### src/rtl/wb_spi_bridge_pkg.sv
// Shared types and constants for the Wishbone-to-SPI fanout bridge.
package wb_spi_bridge_pkg;

    // Bridge transaction FSM.
    typedef enum logic [1:0] {
        ST_IDLE   = 2'd0,
        ST_ACCESS = 2'd1,
        ST_RESP   = 2'd2,
        ST_DRAIN  = 2'd3
    } bridge_state_t;

    // Local register bank offsets.
    localparam int unsigned IRQ_STAT = 0;
    localparam int unsigned IRQ_MASK = 1;
    localparam int unsigned TO_FLAG  = 2;

    // The local bank sits at the all-ones channel index.
    function automatic int unsigned local_ch_idx(input int unsigned addr_w,
                                                 input int unsigned ch_addr_w);
        return (32'd1 << (addr_w - ch_addr_w)) - 32'd1;
    endfunction

endpackage

### src/rtl/wb_bridge_regs.sv
// Local register bank: interrupt status/mask, sticky per-channel timeout flags.
module wb_bridge_regs
    import wb_spi_bridge_pkg::*;
#(
    parameter int N_CH  = 2,
    parameter int OFF_W = 3
) (
    input  logic             clk,
    input  logic             rst,
    input  logic             wr_en,
    input  logic [OFF_W-1:0] off,
    input  logic [7:0]       wdat,
    input  logic [N_CH-1:0]  flag_set,
    input  logic [N_CH-1:0]  irq_in,
    output logic [7:0]       rdat,
    output logic [N_CH-1:0]  to_flag,
    output logic             inta_o
);

    logic [N_CH-1:0] irq_mask;
    logic [N_CH-1:0] flag_clr;

    // Write-1-to-clear vector for the timeout flags.
    always_comb begin
        flag_clr = '0;
        if (wr_en && off == OFF_W'(TO_FLAG))
            flag_clr = wdat[N_CH-1:0];
    end

    // Mask register, sticky flags (a set beats a clear) and registered interrupt.
    always_ff @(posedge clk or posedge rst) begin
        if (rst) begin
            irq_mask <= '0;
            to_flag  <= '0;
            inta_o   <= 1'b0;
        end else begin
            if (wr_en && off == OFF_W'(IRQ_MASK))
                irq_mask <= wdat[N_CH-1:0];
            to_flag <= (to_flag & ~flag_clr) | flag_set;
            inta_o  <= |(irq_in & irq_mask);
        end
    end

    // Read mux; unused bits and unmapped offsets read as zero.
    always_comb begin
        rdat = 8'h00;
        case (off)
            OFF_W'(IRQ_STAT): rdat = 8'(irq_in);
            OFF_W'(IRQ_MASK): rdat = 8'(irq_mask);
            OFF_W'(TO_FLAG):  rdat = 8'(to_flag);
            default:          rdat = 8'h00;
        endcase
    end

endmodule

### src/rtl/wb_spi_fanout_bridge.sv
// Wishbone master to N_CH SPI slave fanout with timeout, quarantine and local IRQ bank.
module wb_spi_fanout_bridge
    import wb_spi_bridge_pkg::*;
#(
    parameter int N_CH      = 2,
    parameter int ADDR_W    = 8,
    parameter int CH_ADDR_W = 3,
    parameter int TIMEOUT   = 255
) (
    input  logic                 wb_clk_i,
    input  logic                 wb_rst_i,
    input  logic                 m_cyc_i,
    input  logic                 m_stb_i,
    input  logic                 m_we_i,
    input  logic [ADDR_W-1:0]    m_adr_i,
    input  logic [7:0]           m_dat_i,
    output logic [7:0]           m_dat_o,
    output logic                 m_ack_o,
    output logic                 m_err_o,
    output logic                 m_rty_o,
    output logic [N_CH-1:0]      s_cyc_o,
    output logic [N_CH-1:0]      s_stb_o,
    output logic                 s_we_o,
    output logic [CH_ADDR_W-1:0] s_adr_o,
    output logic [7:0]           s_dat_o,
    input  logic [8*N_CH-1:0]    s_dat_i,
    input  logic [N_CH-1:0]      s_ack_i,
    input  logic [N_CH-1:0]      s_inta_i,
    output logic                 inta_o
);

    localparam int CHW   = ADDR_W - CH_ADDR_W;
    localparam int CNT_W = $clog2(TIMEOUT + 1);
    localparam logic [CHW-1:0]   LOCAL_CH = CHW'(local_ch_idx(ADDR_W, CH_ADDR_W));
    localparam logic [CNT_W-1:0] CNT_MAX  = CNT_W'(TIMEOUT);

    bridge_state_t        state_q, state_d;
    logic [N_CH-1:0]      sel_q, sel_d;      // channel owning the current request
    logic [N_CH-1:0]      stb_q, stb_d;      // drives both s_cyc_o and s_stb_o
    logic [CNT_W-1:0]     cnt_q, cnt_d;
    logic                 we_q;
    logic [CH_ADDR_W-1:0] adr_q;
    logic [7:0]           dat_q;
    logic                 ack_q, err_q, rty_q;
    logic                 ack_d, err_d, rty_d;
    logic [7:0]           rdat_q, rd_val;
    logic                 rd_ld, lat_en, reg_wr;
    logic [CHW-1:0]       req_ch;
    logic                 req_local;
    logic [N_CH-1:0]      req_oh;
    logic [N_CH-1:0]      flag_set, to_flag;
    logic [7:0]           reg_rdata, slave_rd;

    assign req_ch    = m_adr_i[ADDR_W-1:CH_ADDR_W];
    assign req_local = (req_ch == LOCAL_CH);

    // One-hot slave decode of the incoming address; all-zero means local or invalid.
    always_comb begin
        req_oh = '0;
        for (int c = 0; c < N_CH; c++)
            req_oh[c] = (req_ch == CHW'(c));
    end

    // Read data from whichever slave owns the current request.
    always_comb begin
        slave_rd = 8'h00;
        for (int c = 0; c < N_CH; c++)
            if (sel_q[c])
                slave_rd = slave_rd | s_dat_i[8*c +: 8];
    end

    wb_bridge_regs #(
        .N_CH  (N_CH),
        .OFF_W (CH_ADDR_W)
    ) u_regs (
        .clk      (wb_clk_i),
        .rst      (wb_rst_i),
        .wr_en    (reg_wr),
        .off      (m_adr_i[CH_ADDR_W-1:0]),
        .wdat     (m_dat_i),
        .flag_set (flag_set),
        .irq_in   (s_inta_i),
        .rdat     (reg_rdata),
        .to_flag  (to_flag),
        .inta_o   (inta_o)
    );

    // FSM state register.
    always_ff @(posedge wb_clk_i or posedge wb_rst_i) begin
        if (wb_rst_i) state_q <= ST_IDLE;
        else          state_q <= state_d;
    end

    // Next state and next values of every registered output.
    // The strobe drops one cycle before expiry is evaluated so that stb is
    // high for exactly TIMEOUT cycles while a late registered ack still wins.
    always_comb begin
        state_d  = state_q;
        sel_d    = sel_q;
        stb_d    = '0;
        cnt_d    = cnt_q;
        ack_d    = 1'b0;
        err_d    = 1'b0;
        rty_d    = 1'b0;
        lat_en   = 1'b0;
        reg_wr   = 1'b0;
        rd_ld    = 1'b0;
        rd_val   = reg_rdata;
        flag_set = '0;
        case (state_q)
            ST_IDLE: begin
                if (m_cyc_i && m_stb_i) begin
                    lat_en = 1'b1;
                    sel_d  = req_oh;
                    if (req_local) begin
                        reg_wr  = m_we_i;
                        rd_ld   = !m_we_i;
                        rd_val  = reg_rdata;
                        ack_d   = 1'b1;
                        state_d = ST_RESP;
                    end else if (req_oh == '0) begin
                        err_d   = 1'b1;
                        state_d = ST_RESP;
                    end else if (|(req_oh & to_flag)) begin
                        rty_d   = 1'b1;
                        state_d = ST_RESP;
                    end else begin
                        cnt_d   = '0;
                        stb_d   = req_oh;
                        state_d = ST_ACCESS;
                    end
                end
            end
            ST_ACCESS: begin
                if (!m_cyc_i) begin
                    state_d = ST_IDLE;
                end else if (|(s_ack_i & sel_q)) begin
                    ack_d   = 1'b1;
                    rd_ld   = !we_q;
                    rd_val  = slave_rd;
                    state_d = ST_RESP;
                end else if (cnt_q == CNT_MAX) begin
                    err_d    = 1'b1;
                    flag_set = sel_q;
                    state_d  = ST_RESP;
                end else begin
                    cnt_d = cnt_q + CNT_W'(1);
                    stb_d = ((cnt_q + CNT_W'(1)) != CNT_MAX) ? sel_q : '0;
                end
            end
            ST_RESP: begin
                state_d = ST_DRAIN;
            end
            ST_DRAIN: begin
                if (!m_stb_i || !m_cyc_i)
                    state_d = ST_IDLE;
            end
            default: state_d = ST_IDLE;
        endcase
    end

    // Output and datapath registers.
    always_ff @(posedge wb_clk_i or posedge wb_rst_i) begin
        if (wb_rst_i) begin
            sel_q  <= '0;
            stb_q  <= '0;
            cnt_q  <= '0;
            we_q   <= 1'b0;
            adr_q  <= '0;
            dat_q  <= 8'h00;
            ack_q  <= 1'b0;
            err_q  <= 1'b0;
            rty_q  <= 1'b0;
            rdat_q <= 8'h00;
        end else begin
            sel_q <= sel_d;
            stb_q <= stb_d;
            cnt_q <= cnt_d;
            ack_q <= ack_d;
            err_q <= err_d;
            rty_q <= rty_d;
            if (lat_en) begin
                we_q  <= m_we_i;
                adr_q <= m_adr_i[CH_ADDR_W-1:0];
                dat_q <= m_dat_i;
            end
            if (rd_ld)
                rdat_q <= rd_val;
        end
    end

    assign m_dat_o = rdat_q;
    assign m_ack_o = ack_q;
    assign m_err_o = err_q;
    assign m_rty_o = rty_q;
    assign s_cyc_o = stb_q;
    assign s_stb_o = stb_q;
    assign s_we_o  = we_q;
    assign s_adr_o = adr_q;
    assign s_dat_o = dat_q;

endmodule
### config.mk
export PLATFORM = sky130hd
export DESIGN_NAME = wb_spi_fanout_bridge
export DESIGN_NICKNAME = d
export VERILOG_FILES = /design/src/rtl/wb_spi_bridge_pkg.sv /design/src/rtl/wb_bridge_regs.sv /design/src/rtl/wb_spi_fanout_bridge.sv
export SDC_FILE = /design/constraint.sdc
export NUM_CORES = 1
export LEC_CHECK = 0
export ABC_CLOCK_PERIOD_IN_PS = 3750
export CORE_MARGIN = 2
export CORE_UTILIZATION = 50
export CTS_CLUSTER_DIAMETER = 150
export DETAILED_ROUTE_END_ITERATION = 10
export GPL_ROUTABILITY_DRIVEN = 0
export PLACE_DENSITY_LB_ADDON = 0.15
export SYNTH_ARGS = -nofsm -noshare
export SYNTH_HDL_FRONTEND = slang
export SYNTH_SLANG_ARGS = --single-unit
### constraint.sdc
create_clock -name wb_clk_i -period 3.75 [get_ports wb_clk_i]
set_clock_uncertainty 0.15 [all_clocks]
set_input_delay 0.375 -clock wb_clk_i [delete_from_list [all_inputs] [get_ports wb_clk_i]]
set_output_delay 0.375 -clock wb_clk_i [all_outputs]
set_load 0.02 [all_outputs]
==> results.toml <==
[outcome]
outcome = "completed"

[run]
cap_viol_max_count = 0

[min_path]
hp-class = "flop to flop"

[cts]
clkTransAtPathRegs_ns = 0.08
cts_made_buffers = 5
cts_buffer_depth = 2
cts_root_buf = "clkbuf_8"
cts.sinks = 42
clk_latency_ns = 0.29
cts_setup_buffers = 0
cts-htree-levels = 2
cts_tree = "yes"
holdBufCountCts = 0
ctsResizeCount = 0

[grt]
grt_pass1_vias = 1885
overflow = 0
antenna_found_initial = 0
grt_max_degree = 43
track_usage_pct = 22.6
grt_pass1_wl_mm = 8.89

[drt]
drtIter0Drc = 185
ant_nets = 0
drt-total-wl_mm = 5.24
via_per_inst = 5.70
num_vias = 1945
drc = 0
dr.pass1.iters = 4
wl_per_cell_um = 15.4

[logic_synthesis]
synth_nets = 269
synth_cell_type_count = 44
synth_ff_type = "dfrtp_1"
syn_avg_cell_area_um2 = 9.74
synth_cells = 226
synth_area_mm2 = 0.00220
yosysSeqAreaShare_pct = 47.7
synth_edf_count = 0
ys_ff_latch = 42
async_flop_share_pct = 100
ys.warnings.count = 0

[sta]
rsz0062_at_grt = "no"
setup_viol = 0
slew_violations = 0
tightest_slew_ns = 0.659
fin_crit_ns = 2.63
hold_viol = 0
finalCritPeriodShare_pct = 70.1
fmax_mhz = 381
fin_tns_setup_ns = 0
relSlewSlack_pct = 55.7

[finish]
nNetsFinal = 331
fin_cells = 341
layout-drive-gt1-share_pct = 6.57
num_antenna_cells = 0
area_growth_pct = 34.8

[floorplan]
rows = 24
core_area_mm2 = 0.00429
die-area_mm2 = 0.00495
die_y_um = 70.4
dieWidth_um = 70.4
start_util_pct = 51.3
ioPinCount = 69

[pwr]
leakage_nw = 1.31
vdd_drop_max_mv = 0.285
power_density_mw_per_mm2 = 508

[worst_setup_path]
cp.required_ns = 3.78
arrival_ns = 2.66
endpoint_kind = "flop"
cp_max_fo = 13
cp-start-kind = "flop"
crit_type = "flop to flop"

[placement]
io_buffer_count = 68
dp_cells = 333
dpl.hpwl_mm = 3.90
[layout make-up]
type	count	area [um^2]
multi-input combinational	164	1050
clock inverter	1	5.00
sequential	42	1050
fill	365	1330
inverter	6	22.5
clock buffer	7	86.3
timing repair buffer	69	688
tap	52	65.1
[logic make-up after synthesis]
kind of cell | share of synthesized area (%)
and+or+nand+nor | 20.2
AOI/OAI and AO/OA | 17.2
DFF | 47.7
buffers and inverters | 4.55
muxes | 9.20
adders and majority gates | 1.14
[final timing paths]
check,to,from,slack (ns),cells after the start
max,m_dat_o[4],state_q[0],1.12,4
min,s_dat_o[4],s_dat_o[4],0.33,2
max reg2reg,m_dat_o[4],state_q[0],1.12,4
min reg2reg,s_dat_o[4],s_dat_o[4],0.33,2
max in group asynchronous,m_ack_o,wb_rst_i,2.73,3
min in group asynchronous,cnt_q[5],wb_rst_i,0.36,3
[cells in the final DEF, fill, tap and decap left out, types with 4 or more instances in the layout]
cell type        count
clkdlybuf4s50_1     68
nand2_1             54
dfrtp_1             42
nor2_1              10
mux2i_1              9
a22oi_1              9
o21ai_0              9
nand3_1              8
mux2_4               6
clkbuf_8             6
inv_1                5
a21oi_1              4
and3_1               4
[critical path: stages (launching register included)]
cell,delay [ns]
dfrtp_1,0.57
nor2b_1,0.50
nand3_1,0.43
o22a_1,0.50
mux2_4,0.37
[routing by layer]
layer	up-vias	track usage (%)	share of wire [%]
li1	939	-	-
met1	947	30.7	46
met2	57	35.6	48
met3	2	6.06	5.4
met4	0	6.41	0.52
met5	-	0	0
[Yosys cell counts, drive strengths merged, types with 2 or more instances]
cell	n	area share, %
nor4	3	0.85
a32o	2	0.91
o2bb2ai	2	0.80
a31oi	3	0.85
o21ai	9	2.0
a221o	3	1.4
a22oi	9	3.1
a2bb2oi	2	0.80
dfrtp	42	48
nand2	54	9.2
mux2	8	5.1
nor3	3	0.68
a21oi	4	0.91
a22o	2	0.80
nand3	8	1.8
o32ai	2	0.80
clkbuf	8	1.4
nor2	10	1.7
and3	4	1.1
nand4	2	0.57
a221oi	3	1.2
inv	6	1.0
nand2b	2	0.57
nor2b	3	0.85
ha	2	1.1
buf	6	2.2
mux2i	9	4.1
o22ai	2	0.57
[through the flow]
step	hold slack, ns	cell area (um^2)	total power, mW	setup WS (ns)	util [%]
final	0.328	2970	1.51	1.12	69.1
after global routing	0.359	2970	1.61	0.874	69.1
after CTS	0.333	2970	1.52	1.12	69.1
after detailed placement	0.316	2880	1.23	0.877	67.0
after global placement	0.312	2880	1.21	0.943	67.0
after floorplan	0.330	2200	0.992	1.81	-
[registers in the layout, summed over array words and instances (netlist names), 2 cells and up]
signal and count:
cnt_q 8, m_dat_o 8, s_adr_o 3, s_cyc_o 2
s_dat_o 8, sel_q 2, state_q 2, u_regs.irq_mask 2
u_regs.to_flag 2
[report_power, final]
part	internal, mW	switching (mW)
logic	0.273	0.280
registers	0.553	0.109
clock network	0.149	0.146
total	0.974	0.534
Power figures use the tool's default switching activity.
